<file path="config.mk">
export PLATFORM = sky130hd
export DESIGN_NAME = watch_mode_ctrl
export DESIGN_NICKNAME = d
export VERILOG_FILES = /design/src/rtl/watch_pkg.sv /design/src/rtl/key_debounce.sv /design/src/rtl/watch_mode_ctrl.sv
export SDC_FILE = /design/constraint.sdc
export NUM_CORES = 1
export LEC_CHECK = 0
export BUFFER_PORTS_ARGS = -buffer_cell sky130_fd_sc_hd__buf_4
export CAP_MARGIN = 10
export CELL_PAD_IN_SITES_DETAIL_PLACEMENT = 0
export CELL_PAD_IN_SITES_GLOBAL_PLACEMENT = 1
export CORE_ASPECT_RATIO = 1.25
export CORE_MARGIN = 2
export CORE_UTILIZATION = 46
export DETAILED_ROUTE_END_ITERATION = 10
export HOLD_SLACK_MARGIN = 0.12
export PLACE_DENSITY = 0.91
export REMOVE_ABC_BUFFERS = 1
export SETUP_SLACK_MARGIN = 0.1
export SYNTH_ARGS = -nofsm -noshare
export SYNTH_HDL_FRONTEND = slang
export SYNTH_SLANG_ARGS = --single-unit
</file>
<file path="constraint.sdc">
create_clock -name clk -period 5.1 [get_ports clk]
set_input_delay 0.255 -clock clk [delete_from_list [all_inputs] [get_ports clk]]
set_output_delay 0.255 -clock clk [all_outputs]
set_load 0.02 [all_outputs]
</file>
<file path="src/rtl/watch_pkg.sv">
// Shared constants for the watch mode sequencer: one-hot mode selects,
// their binary indices, and the mode state type.
package watch_pkg;

    localparam int NUM_MODES = 3;

    localparam logic [2:0] MODE_CLOCK     = 3'b001;
    localparam logic [2:0] MODE_STOPWATCH = 3'b010;
    localparam logic [2:0] MODE_ALARM     = 3'b100;

    localparam logic [1:0] IDX_CLOCK     = 2'd0;
    localparam logic [1:0] IDX_STOPWATCH = 2'd1;
    localparam logic [1:0] IDX_ALARM     = 2'd2;

    // State encodings equal the one-hot mux selects, so the state register
    // drives the HEX/key mux directly.
    typedef enum logic [2:0] {
        ST_CLOCK     = MODE_CLOCK,
        ST_STOPWATCH = MODE_STOPWATCH,
        ST_ALARM     = MODE_ALARM
    } mode_e;

    function automatic logic [1:0] mode_to_idx(input logic [2:0] mode);
        case (mode)
            MODE_STOPWATCH: return IDX_STOPWATCH;
            MODE_ALARM:     return IDX_ALARM;
            default:        return IDX_CLOCK;
        endcase
    endfunction

endpackage

</file>
<file path="src/rtl/key_debounce.sv">
// Pushbutton conditioner: 2-flop synchronizer, stability counter and a
// one-cycle pulse on each accepted press (debounced 1->0). Releases are
// debounced the same way but produce no pulse.
module key_debounce #(
    parameter int DEBOUNCE_CYCLES = 500000
) (
    input  logic clk,
    input  logic rst_n,
    input  logic key_n_i,
    output logic press_o
);

    localparam logic [19:0] CNT_TC = 20'(DEBOUNCE_CYCLES - 1);

    logic        sync1_q, sync2_q;
    logic        level_q, level_d;
    logic        press_q, press_d;
    logic [19:0] cnt_q, cnt_d;

    // Count consecutive cycles the synchronized key differs from the
    // accepted level; accept it once the count hits terminal.
    always_comb begin
        level_d = level_q;
        cnt_d   = '0;
        press_d = 1'b0;
        if (sync2_q != level_q) begin
            if (cnt_q == CNT_TC) begin
                level_d = sync2_q;
                press_d = ~sync2_q;
            end else begin
                cnt_d = cnt_q + 20'd1;
            end
        end
    end

    // Synchronizer, debounced level, counter and pulse registers.
    always_ff @(posedge clk) begin
        if (!rst_n) begin
            sync1_q <= 1'b1;
            sync2_q <= 1'b1;
            level_q <= 1'b1;
            cnt_q   <= '0;
            press_q <= 1'b0;
        end else begin
            sync1_q <= key_n_i;
            sync2_q <= sync1_q;
            level_q <= level_d;
            cnt_q   <= cnt_d;
            press_q <= press_d;
        end
    end

    assign press_o = press_q;

endmodule

</file>
<file path="src/rtl/watch_mode_ctrl.sv">
// Watch mode sequencer: CLOCK -> STOPWATCH -> ALARM -> CLOCK on each
// debounced mode press, blocked while the active sub-block is editing.
// Optional idle auto-return to CLOCK: define WATCH_MODE_AUTORETURN_EN.
//
//   state        | meaning
//   ST_CLOCK     | time display, keys routed to clock block
//   ST_STOPWATCH | stopwatch display, keys routed to stopwatch block
//   ST_ALARM     | alarm display, keys routed to alarm block
module watch_mode_ctrl #(
    parameter int DEBOUNCE_CYCLES = 500000,
    parameter int TIMEOUT_SEC     = 30
) (
    input  logic       clk,
    input  logic       rst_n,
    input  logic       key_mode_n,
    input  logic [2:0] key_act_n,
    input  logic       busy,
    input  logic       tick_1hz,
    output logic [2:0] mux_mode,
    output logic [1:0] mode_idx,
    output logic       mode_changed,
    output logic       mode_press
);
    import watch_pkg::*;

    mode_e state_q, state_d;
    logic  changed_q, changed_d;
    logic  press;
    logic  advance;
    logic  timeout;

    key_debounce #(
        .DEBOUNCE_CYCLES(DEBOUNCE_CYCLES)
    ) u_key_mode (
        .clk    (clk),
        .rst_n  (rst_n),
        .key_n_i(key_mode_n),
        .press_o(press)
    );

    assign advance = press & ~busy;

`ifdef WATCH_MODE_AUTORETURN_EN
    logic [2:0] act_s1_q, act_s2_q;
    logic [7:0] idle_q, idle_d;

    assign timeout = (idle_q == 8'(TIMEOUT_SEC));

    // Idle seconds outside CLOCK; any user or sub-block activity restarts it.
    always_comb begin
        idle_d = idle_q;
        if (!(&act_s2_q) || press || busy || timeout ||
            (state_d != state_q) || (state_q == ST_CLOCK)) begin
            idle_d = '0;
        end else if (tick_1hz) begin
            idle_d = idle_q + 8'd1;
        end
    end

    // Activity-key synchronizers and idle counter.
    always_ff @(posedge clk) begin
        if (!rst_n) begin
            act_s1_q <= 3'b111;
            act_s2_q <= 3'b111;
            idle_q   <= '0;
        end else begin
            act_s1_q <= key_act_n;
            act_s2_q <= act_s1_q;
            idle_q   <= idle_d;
        end
    end
`else
    logic unused_inputs;
    assign unused_inputs = tick_1hz ^ (^key_act_n);
    assign timeout       = 1'b0;
`endif

    // Next mode: advance on an unblocked press; a press outranks timeout.
    always_comb begin
        state_d = state_q;
        case (state_q)
            ST_CLOCK:     if (advance) state_d = ST_STOPWATCH;
            ST_STOPWATCH: if (advance) state_d = ST_ALARM;
            ST_ALARM:     if (advance) state_d = ST_CLOCK;
            default:      state_d = ST_CLOCK;
        endcase
        if (timeout && !press) begin
            state_d = ST_CLOCK;
        end
        changed_d = (state_d != state_q);
    end

    // Mode register and change strobe.
    always_ff @(posedge clk) begin
        if (!rst_n) begin
            state_q   <= ST_CLOCK;
            changed_q <= 1'b0;
        end else begin
            state_q   <= state_d;
            changed_q <= changed_d;
        end
    end

    assign mux_mode     = state_q;
    assign mode_idx     = mode_to_idx(state_q);
    assign mode_changed = changed_q;
    assign mode_press   = press;

endmodule

</file>
==> flow_metrics.env <==
export IMPL_cap_violations=0
export IMPL_rows=22
export IMPL_pin_count=15
export IMPL_n_antenna_cell=0
export IMPL_synthCells=149
export IMPL_crit_path_start_kind="flip-flop"
export IMPL_holdCritPathClass="input port to flip-flop"
export IMPL_setup_tns_ns=0
export IMPL_worst_slack_ns=3.15
export IMPL_startpoint="u_key_mode.cnt_q[2]$_SDFF_PP0_"
export IMPL_rrSetupSlack_ns=3.15
export IMPL_power_density_mw_per_mm2=247
export IMPL_cts_buffers=3
export IMPL_die_area_sq_mm=0.00339
export IMPL_p_leak_nw=0.487
export IMPL_synth_cell_types=40
export IMPL_cts_root_buf="clkbuf_4"
export IMPL_cpPeakStageDelay_ns=0.64
export IMPL_seq_area_frac_synth_pct=41.5
export IMPL_slew_headroom_pct=75.1
export IMPL_drive_gt1_share_pct=14.6
export IMPL_place_ws_ns=3.17
export IMPL_grt_overflow=0
export IMPL_ctsLongestPathBuffers=2
export IMPL_worst_path_buf_inv=0
export IMPL_finalNetCount=168
export IMPL_yosysWarnings=0
export IMPL_path_delay_family="simple AND/OR/NAND/NOR gates"
export IMPL_cp_endpoint="u_key_mode.cnt_q[18]$_SDFF_PP0_"
export IMPL_synth_area_per_cell_sq_um=9.07
export IMPL_clkSlewWorstSetupHoldPaths_ns=0.14
export IMPL_wl_per_cell_um=13.1
export IMPL_h_tree_depth=1
export IMPL_r2r_end="u_key_mode.cnt_q[18]$_SDFF_PP0_"
export IMPL_syn_area_sq_mm=0.00135
export IMPL_initial_core_util_pct=47.2
export IMPL_antenna_found_initial=0
export IMPL_synth_seq_cells=28
export IMPL_dp_hpwl_mm=1.90
export IMPL_die_h_um=64.6
export IMPL_coreArea_sq_mm=0.00286
export IMPL_finalPower_mw=0.370
export IMPL_tightest_slew_ns=0.370
export IMPL_grt_pass1_wl_mm=4.46
export IMPL_num_vias=1082
export IMPL_grt_max_degree=17
export IMPL_post_route_drc_count=0
export IMPL_cp_cell_sequence="nand4_2, or4_1, or3_1, a21oi_2"
export IMPL_synthToLayoutAreaGrowth_pct=10.9
export IMPL_hold_ws_ns=0.141
export IMPL_gp_congestion=0.850
export IMPL_end_kind="flip-flop"
export IMPL_cp_num_cells=4
export IMPL_drtIter0Drc=23
export IMPL_min_delay_start="rst_n"
export IMPL_clock_latency_ns=0.32
export IMPL_crit_path_top_delay_cell="or4_1"
export IMPL_clock_skew_ns=0.00353
export IMPL_synthArstFlopShare_pct=0
export IMPL_rsz0062_at_grt="no"
export IMPL_finalSetupViolCount=0
export IMPL_fp_dieW_um=52.5
export IMPL_ir_drop_v=0.000113
export IMPL_status="finished clean"
export IMPL_finalHoldViolations=0
export IMPL_required_ns=5.37
export IMPL_grt_pass1_vias=1029
export IMPL_cts_tree="built"
export IMPL_dr_pass1_iters=4
export IMPL_period_needed_ns=1.95
export IMPL_port_buffers=10
export IMPL_r2r_cells=4
export IMPL_crit_reg2reg_launch="u_key_mode.cnt_q[2]$_SDFF_PP0_"
export IMPL_drt_total_wl_mm=2.54
export IMPL_drv_slew=0
export IMPL_cts_sinks=28
export IMPL_fmax_ghz=0.512
export IMPL_timing_final_crit_share_pct=38.3
export IMPL_viasPerCell=5.58
export IMPL_synth_ff_type="dfxtp_1"
export IMPL_synth_edf_count=0
export IMPL_critical_path_class="flip-flop to flip-flop"
export IMPL_antenna_left=0
export IMPL_arrival_ns=2.22
export IMPL_cts_resized=0
export IMPL_post_cts_buffers=0
export IMPL_grt_total_usage_pct=16.9
export IMPL_path_max_fanout=12
worst min-delay path by stage:
| stage | endpoint | slack (ns) | depth (start not counted) |
|---|---|---|---|
| after CTS | u_key_mode.sync2_q$_SDFF_PN1_ | 0.14 | 2 |
| after floorplan | u_key_mode.sync1_q$_SDFF_PN1_ | 0.33 | 1 |
| final | u_key_mode.sync2_q$_SDFF_PN1_ | 0.14 | 2 |
| after global placement | u_key_mode.sync2_q$_SDFF_PN1_ | 0.40 | 1 |
| after global routing | u_key_mode.sync2_q$_SDFF_PN1_ | 0.14 | 2 |
| after detailed placement | u_key_mode.sync2_q$_SDFF_PN1_ | 0.39 | 1 |
synth_stat cells, types with 2 or more instances:
library cell / n / area, sq um
and3_1: 4 / 25.0
dfxtp_1: 28 / 561
inv_1: 3 / 11.3
o21a_1: 2 / 15.0
clkbuf_1: 3 / 11.3
nor4_4: 2 / 42.5
a21oi_1: 4 / 20.0
xnor2_1: 12 / 105
xor2_1: 4 / 35.0
nor2_1: 23 / 86.3
nand2_1: 6 / 22.5
nor4_1: 7 / 43.8
nor3_1: 7 / 35.0
nand4_1: 5 / 31.3
nand3_1: 8 / 40.0
nand2b_1: 5 / 31.3
o21ai_0: 2 / 10.0
nor2b_1: 2 / 12.5
sequential cells by signal, summed over array words and instances (netlist names):
name,flops
u_key_mode.cnt_q,20
mux_mode,3
mode_changed,1
u_key_mode.level_q,1
u_key_mode.press_o,1
u_key_mode.sync1_q,1
u_key_mode.sync2_q,1
power by group:
group | total (mW) | switching [mW] | internal [mW]
logic | 0.00670 | 0.00319 | 0.00351
clock network | 0.142 | 0.0630 | 0.0795
registers | 0.221 | 0.000796 | 0.220
final cells by class:
cell class              instances  area, sq um
fillers                       278         1360
multi-input cells             112          744
flip-flops and latches         28          561
repair buffers                 11         85.1
well taps                      36         45.0
clock inverters                 1         30.0
clock buffers                   3         22.5
inverters                       3         11.3
routing by layer:
layer  vias up  track usage [%]  wire length (um)
li1        539                -                 -
met1       515             20.5              1090
met2        23             30.5              1330
met3         5             2.07                92
met4         0             4.81                34
met5         -                0                 0
timing repair:
action                                 CTS  global route
setup endpoints to repair                0             0
hold buffers                             1             0
endpoints found under the hold margin    1             0
cell usage in the layout, fill, tap and decap left out, types with 5 or more instances in the layout:
cell type   n
nor4_1      7
nand2b_1    5
xnor2_1    12
nand3_1     8
dfxtp_1    28
nand2_1     6
nor2_1     23
buf_4      10
nand4_1     5
nor3_1      7
metrics by stage:
stage	utilization [%]	instances	area (sq um)
after floorplan	-	143	1320
after global placement	50.2	189	1440
after detailed placement	50.2	189	1440
after CTS	52.4	194	1500
after global routing	52.4	194	1500
final	52.4	194	1500
cells by family after synthesis:
group	Yosys count	synth area share, %
AOI/OAI and AO/OA	13	6.94
xor gates and xnor gates	16	10.4
adders and majority gates	1	0.926
buffers and inverters	9	3.43
DFF	28	41.5
muxes	1	0.741
and+or+nand+nor	81	36.1
(Power assumes the default switching activity.)
